### src/rtl/mux_pkg.sv
// Shared types and helpers for the N:1 streaming multiplexer.
package mux_pkg;

  typedef enum logic {
    MODE_FIXED = 1'b0,
    MODE_RR    = 1'b1
  } mux_mode_e;

  // Wrap-around increment of a channel index in the range 0..n-1.
  function automatic int next_ptr(input int k, input int n);
    return (k == n - 1) ? 0 : k + 1;
  endfunction

endpackage

### src/rtl/rr_arbiter.sv
// Combinational round-robin arbiter: grants the first requester at or above ptr, wrapping.
module rr_arbiter
  import mux_pkg::*;
#(
  parameter int N = 4
) (
  input  logic [N-1:0]         req,
  input  logic [$clog2(N)-1:0] ptr,
  output logic [N-1:0]         gnt,
  output logic [$clog2(N)-1:0] gnt_idx,
  output logic                 gnt_any
);

  localparam int SW = $clog2(N);

  logic [SW:0]   sum;
  logic [SW-1:0] cand;

  // ptr is always below N, so one conditional subtraction keeps the candidate in range.
  always_comb begin
    gnt     = '0;
    gnt_idx = '0;
    gnt_any = 1'b0;
    sum     = '0;
    cand    = '0;
    for (int off = 0; off < N; off++) begin
      sum = {1'b0, ptr} + (SW + 1)'(off);
      if (sum >= (SW + 1)'(N)) sum = sum - (SW + 1)'(N);
      cand = sum[SW-1:0];
      if (!gnt_any && req[cand]) begin
        gnt[cand] = 1'b1;
        gnt_idx   = cand;
        gnt_any   = 1'b1;
      end
    end
  end

endmodule

### src/rtl/mux_n1_stream.sv
// N:1 valid/ready stream multiplexer, fixed-select or round-robin, with one output register.
module mux_n1_stream
  import mux_pkg::*;
#(
  parameter int N  = 4,
  parameter int W  = 8,
  parameter int SW = $clog2(N)
) (
  input  logic           clk,
  input  logic           rst,
  input  logic           mode,
  input  logic [SW-1:0]  s,
  input  logic [N-1:0]   in_valid,
  input  logic [N*W-1:0] in_data,
  output logic [N-1:0]   in_ready,
  output logic           out_valid,
  output logic [W-1:0]   out_data,
  output logic [SW-1:0]  out_ch,
  input  logic           out_ready
);

  localparam logic [SW:0] NCH = (SW + 1)'(N);

  mux_mode_e     mode_e;
  logic [SW-1:0] ptr;
  logic [N-1:0]  rr_gnt;
  logic [SW-1:0] rr_idx;
  logic          rr_any;
  logic [N-1:0]  fixed_gnt;
  logic [N-1:0]  sel_gnt;
  logic [SW-1:0] sel_idx;
  logic          sel_any;
  logic          load;
  logic          xfer;
  logic [W-1:0]  xfer_data;

  assign mode_e = mux_mode_e'(mode);

  rr_arbiter #(.N(N)) u_arb (
    .req     (in_valid),
    .ptr     (ptr),
    .gnt     (rr_gnt),
    .gnt_idx (rr_idx),
    .gnt_any (rr_any)
  );

  // Select values beyond the last channel (non-power-of-two N) grant nothing.
  always_comb begin
    fixed_gnt = '0;
    if ({1'b0, s} < NCH) fixed_gnt[s] = 1'b1;
  end

  always_comb begin
    if (mode_e == MODE_RR) begin
      sel_gnt = rr_gnt;
      sel_idx = rr_idx;
      sel_any = rr_any;
    end else begin
      sel_gnt = fixed_gnt;
      sel_idx = s;
      sel_any = |fixed_gnt;
    end
  end

  assign load     = !out_valid || out_ready;
  assign in_ready = rst ? '0 : (sel_gnt & {N{load}});
  assign xfer     = sel_any && |(in_ready & in_valid);

  always_comb begin
    xfer_data = '0;
    for (int i = 0; i < N; i++) begin
      if (sel_gnt[i]) xfer_data = in_data[i*W +: W];
    end
  end

  // A load takes priority over a drain, so a same-cycle drain+load keeps out_valid high.
  always_ff @(posedge clk) begin
    if (rst) begin
      out_valid <= 1'b0;
      out_data  <= '0;
      out_ch    <= '0;
      ptr       <= '0;
    end else if (xfer) begin
      out_valid <= 1'b1;
      out_data  <= xfer_data;
      out_ch    <= sel_idx;
      if (mode_e == MODE_RR) ptr <= SW'(next_ptr(int'(sel_idx), N));
    end else if (out_ready) begin
      out_valid <= 1'b0;
    end
  end

endmodule

### config.mk
export PLATFORM = sky130hd
export DESIGN_NAME = mux_n1_stream
export DESIGN_NICKNAME = d
export VERILOG_FILES = /design/src/rtl/mux_pkg.sv /design/src/rtl/rr_arbiter.sv /design/src/rtl/mux_n1_stream.sv
export SDC_FILE = /design/constraint.sdc
export NUM_CORES = 1
export LEC_CHECK = 0
export ABC_AREA = 1
export CORE_UTILIZATION = 48
export CTS_BUF_LIST = sky130_fd_sc_hd__clkbuf_16
export DETAILED_ROUTE_END_ITERATION = 8
export GPL_TIMING_DRIVEN = 1
export PLACE_DENSITY = 0.87
export SYNTH_ARGS = -nofsm -noshare
export SYNTH_HDL_FRONTEND = slang
export SYNTH_SLANG_ARGS = --single-unit
### constraint.sdc
create_clock -name clk -period 4.8 [get_ports clk]
set_clock_uncertainty 0.05 [all_clocks]
set_input_delay 0.96 -clock clk [delete_from_list [all_inputs] [get_ports clk]]
set_output_delay 0.96 -clock clk [all_outputs]
set_load 0.005 [all_outputs]
# Word level (Yosys, flattened, before mapping)
# Cells that the tools add are included.
[totals] regBits=13
[op_classes] n_eq_ne=1 n_lt_le_gt_ge=14 n_reduce_logical=18 n_bitwise=5 addsub=8 n_mux=45
[ops] operator="8-bit two-way mux" n=4
[ops] operator="4-bit two-way mux" n=6
[ops] operator="2-bit two-way mux" n=10
[ops] operator="1-bit two-way mux" n=16
[ops] operator="2-bit by 3-bit < comparator with 1-bit output (second input constant)" n=5
[ops] operator="4-bit OR" n=3
[ops] operator="1-bit demux with 2-bit select" n=5
[ops] operator="2-bit by 1-bit greater-or-equal comparator with 1-bit output (second input constant)" n=5
[ops] operator="3-bit greater-or-equal comparator (second input constant)" n=3
[ops] operator="1-bit logical AND" n=9
[ops] operator="4-bit AND" n=2
[ops] operator="1-bit binary-select mux with 2-bit select" n=4
[ops] operator="4-bit OR reduction" n=2
[ops] operator="2-bit by 1-bit subtractor with 2-bit output (second input constant)" n=4
[ops] operator="2-bit by 2-bit adder with 3-bit output (second input constant)" n=2
[ops] operator="1-bit logical NOT" n=4
[ops] operator="2-bit by 1-bit adder with 3-bit output (second input constant)" n=1
[ops] operator="2-bit by 3-bit greater-or-equal comparator with 1-bit output (second input constant)" n=1
[ops] operator="2-bit by 1-bit adder with 2-bit output (second input constant)" n=1
[ops] operator="2-bit by 1-bit == test with 1-bit output (second input constant)" n=1
[ops] operator="2-bit AND reduction" n=1
[ops] operator="2-bit nonzero test" n=1
[ops] operator="1-bit logical OR" n=1

# Logic depth before layout (Yosys ltp)
[depth] depth_word=21 depth_mapped=18

# Cells and area by module
# Synthesis repeated with hierarchy kept, for this count alone.
[hier_totals] hier_cells=253 hier_area_um2=1516.5
[modules_own_cells] module="mux_n1_stream" seq_area_each_um2=260.2 instances=1 cells_per_inst=179 area_each_um2=1076.0
[modules_own_cells] module="rr_arbiter" seq_area_each_um2=0.0 instances=1 cells_per_inst=74 area_each_um2=440.4

# Least setup slack after synthesis
# OpenSTA, ideal clock, no wires.
[synth_timing] path_kind="input-to-output" start="in in_valid[1]" end="out in_ready[3]" stages=10 n_path_buf=1 setup_slack_ns=1.703 t_arrival_ns=2.087 t_required_ns=3.790 cell_sequence="inv_1 nand2_1 nand3_2 nand2_4 nor2_2 a21oi_1 nand3_1 nand2_1 clkbuf_1 nor2_1"
[synth_via] elab_chain_len=15 elab_cells_between_ends=27 classes_between="17 x mux; 4 x bitwise; 6 x reduce/logical"
[synth_lines] element="from (decl)" line_no="mux_n1_stream.sv:13" rtl="input logic [N-1:0] in_valid,"
[synth_lines] element="1-bit binary-select mux with 2-bit select" line_no="rr_arbiter.sv:30" rtl="if (!gnt_any && req[cand]) begin"
[synth_lines] element="1-bit two-way mux (implied by the code)" line_no="rr_arbiter.sv:30"
[synth_lines] element="1-bit two-way mux" line_no="rr_arbiter.sv:30"
[synth_lines] element="1-bit logical NOT" line_no="rr_arbiter.sv:30"
[synth_lines] element="1-bit logical AND" line_no="rr_arbiter.sv:30"
[synth_lines] element="1-bit two-way mux" line_no="rr_arbiter.sv:30"
[synth_lines] element="1-bit logical NOT" line_no="rr_arbiter.sv:30"
[synth_lines] element="1-bit logical AND" line_no="rr_arbiter.sv:30"
[synth_lines] element="1-bit two-way mux" line_no="rr_arbiter.sv:30"
[synth_lines] element="1-bit logical NOT" line_no="rr_arbiter.sv:30"
[synth_lines] element="1-bit logical AND" line_no="rr_arbiter.sv:30"
[synth_lines] element="4-bit two-way mux *" line_no="rr_arbiter.sv:30"
[synth_lines] element="4-bit two-way mux *" line_no="mux_n1_stream.sv:54" rtl="if (mode_e == MODE_RR) begin"
[synth_lines] element="4-bit AND *" line_no="mux_n1_stream.sv:66" rtl="assign in_ready = rst ? '0 : (sel_gnt & {N{load}});"
[synth_lines] element="4-bit two-way mux *" line_no="mux_n1_stream.sv:66"
[synth_lines] element="to (decl)" line_no="mux_n1_stream.sv:15" rtl="output logic [N-1:0] in_ready,"
# Mark *: on every way between the ends. The rest lies on a longest branch, timed or not. The select of a mux whose other input is x is not followed.

# Worst setup path in the final report
[layout_timing] start="in in_valid[3]" end="out in_ready[0]"
# The elaborated chain is that of the path after synthesis.

==> impl_metrics.yaml <==
run_status:
  run_status: "finished, violations left"
  violated_checks: "DRC"
yosys:
  synth_fp_nets: 314
  post_synth_instance_area_um2: 1490
  synth-seq-area-share_pct: 17.4
  synth_largest_type_area_fraction_pct: 18.1
  synthDistinctLibCells: 26
  synthesis.instances: 267
  ys_warn_count: 0
  synth.ff_latch_count: 13
  netlist.top_cell.by_area: "nand2_1"
  post_synth_main_area_contributors: "nand2_1, dfxtp_1, inv_1"
  synth_area_per_cell_um2: 5.59
power_and_ir_drop:
  share_seq_of_total_power_pct: 23.3
  intPower_mw: 0.365
  share_comb_of_total_power_pct: 50.5
  switching_part_of_the_total_pct: 38.5
  p_leak_nw: 1.07
  power_density_nw_per_um2: 277
  total_power_mw: 0.593
  pwr-share-clk_pct: 26.3
  irDropWorstVdd_mv: 0.152
  power.net_switching_mw: 0.228
detailed_routing:
  vias_per_cell: 5.10
  drc: 1
  detail_route.wl_per_cell_um: 11.5
  num_vias: 1799
  drt_iter0_drc: 104
  ant_nets: 0
  routed_wl_mm: 4.07
  first_pass_iters: 6
critical_path:
  path_buf_inv: 4
  cp_cell_sequence: "clkdlybuf4s50_1, inv_1, nand2_1, nand3_2, nand2_4, inv_2, nand2_1, nor2_1, nand2_1, nand3_1, nand2_1, nor2_1, clkdlybuf4s50_1"
  cp-start-kind: "primary input"
  worstPathRequired_ps: 3790
  critical_path.top_delay_family: "simple AND/OR/NAND/NOR gates"
  critical_path_class: "in -> out"
  crit_slowest_cell: "clkdlybuf4s50_1"
  crit_path_end_kind: "primary output"
  critPathMaxStageDelay_ps: 510
  critical_path_peak_fanout: 9
  crit_top_cell: "nand2_1"
  arrival_ps: 3190
final_layout:
  area.growth.synth_to_final_pct: 43.2
  antennaDiodeCount: 0
  finalCoreUtilization_pct: 74.9
  final.fill_count: 236
  finish.net_count: 370
  most_common_cell_after_layout_fill_and_taps_aside: "nand2_1"
  layout-drive-gt1-share_pct: 10.9
  most-common-layout-cells: "nand2_1, clkdlybuf4s50_1, inv_1, nor2_1, nand3_1"
cts:
  cts-resized-gates: 0
  cts.path.max_buffers: 2
  ctsHoldBuffers: 0
  clkSinkCount: 13
  number_of_buffers_created_by_cts: 3
  postCtsSetupRepairBufs: 0
  cts_tree: "done"
  cts.reportedPaths.clkPinSlew_ps: 40
  clock_tree.htree_level_count: 1
  clock_latency_ps: 240
  root_buffer: "clkbuf_16"
sta:
  finalSetupViolCount: 0
  grt_setup_unrepaired: "false"
  postLayoutSetupSlackWorst_ps: 601
  worst_slew_pin_slew_ps: 503
  timing.hold.ws_ps: 432
  fmaxAchievable_mhz: 238
  fin_tns_setup_ps: 0
  fin_crit_sh_pct: 87.5
  timing.max_slew.rel_slack_pct: 66.3
  timing.final.crit_period_ps: 4200
  timing.final.hold_violations: 0
  finalMaxSlewViolations: 0
floorplanning:
  floorplan.die_area_um2: 3340
  ioPinCount: 57
  floorplan.initialDensity_pct: 52.3
  floorplan.core_area_um2: 2850
  die_width_um: 57.8
  die_h_um: 57.8
  rows: 19
grt:
  grt_util_all_layers_pct: 26.0
  grt_pass1_vias: 1668
  grt_remaining_overflow: 0
  grt_max_degree: 17
  antenna_violations_before_repair: 0
  grt_pass1_wl_mm: 6.86
hold_path:
  hp-class: "reg -> reg"
placed_design:
  dpl.hpwl_mm: 3.18
  buffer_ports.inserted: 56
  finalWeightedCongestion: 0.958
  pre_cts_ws_ps: 661
flow_run:
  max-cap-violations: 0
==> cell usage after synthesis <==
cell type   n
or2_0       2
nor2_1     38
o21ai_0    11
or2_2       3
a21oi_2     6
nand2_2     7
o21ai_1     3
clkbuf_1    1
inv_2       1
nand4_1     7
dfxtp_1    13
buf_6       2
nand3_2     2
inv_1      45
nand3_1    27
inv_4       1
nand2_4     2
nor2_4      3
ha_1        5
nand2_1    72
xor2_1      1
nor2_2      6
buf_2       3
o211ai_1    1
a21oi_1     3
a21boi_0    2
==> kinds of logic (layout without fill, tap and decap cells) <==
kind of cell | Yosys count | after routing | synth area share [%]
AO/OA/AOI/OAI | 26 | 26 | 10.7
XOR/XNOR | 1 | 1 | 0.587
adder cells (fa/ha/maj) | 5 | 5 | 4.19
buffers and inverters | 53 | 108 | 14.8
flip-flops | 13 | 13 | 17.4
AND/OR/NAND/NOR | 169 | 169 | 52.3
==> registers in the layout (all words and copies together) (netlist names) <==
signal	cells
out_data	8
ptr	2
out_valid	1
out_ch	2
==> routing by layer <==
| metal | global-route usage, % | vias up | share of wire [%] |
|---|---|---|---|
| met5 | 0 | - | 0 |
| met4 | 10.2 | 0 | 1.9 |
| met3 | 4.24 | 10 | 7.5 |
| met2 | 44.9 | 88 | 48 |
| met1 | 32.3 | 767 | 42 |
| li1 | - | 934 | - |
==> worst paths after layout <==
path | startpoint | to | slack [ps] | cells after the start
worst min-delay path | out_ch[0] | out_ch[0] | 430 | 2
worst max-delay path | in_valid[3] | in_ready[0] | 600 | 13
worst min register to register | out_ch[0] | out_ch[0] | 430 | 2
worst max register to register | ptr[0] | ptr[1] | 1870 | 14
==> metrics by stage <==
step | instances | instance area [um2]
floorplan | 267 | 1490
global placement | 349 | 2060
detailed placement | 349 | 2060
CTS | 353 | 2140
global route | 353 | 2140
finish | 353 | 2140
==> power by group through the flow <==
stage                     combinational [mW]  clock [mW]  sequential, mW
after floorplan                        0.192           0           0.137
after global placement                 0.289           0           0.139
after detailed placement               0.294           0           0.140
after CTS                              0.296       0.156           0.138
after global routing                   0.333       0.162           0.140
final                                  0.299       0.156           0.138
==> final cells by class <==
class,instances,area [um2],share of cell area (%)
Sequential cell,13,260,12.2
Timing Repair Buffer,57,568,26.6
Inverter,47,179,8.37
Clock inverter,1,3.75,0.176
Tap cell,31,38.8,1.81
Multi-Input combinational cell,201,1010,47.4
Clock buffer,3,75.1,3.51
==> tightest hold or removal path, cell delays in order, from the launching register on <==
cell	delay (ps)
dfxtp_1	320
nor2_1	50
nor2_1	80
(Power assumes the default switching activity.)
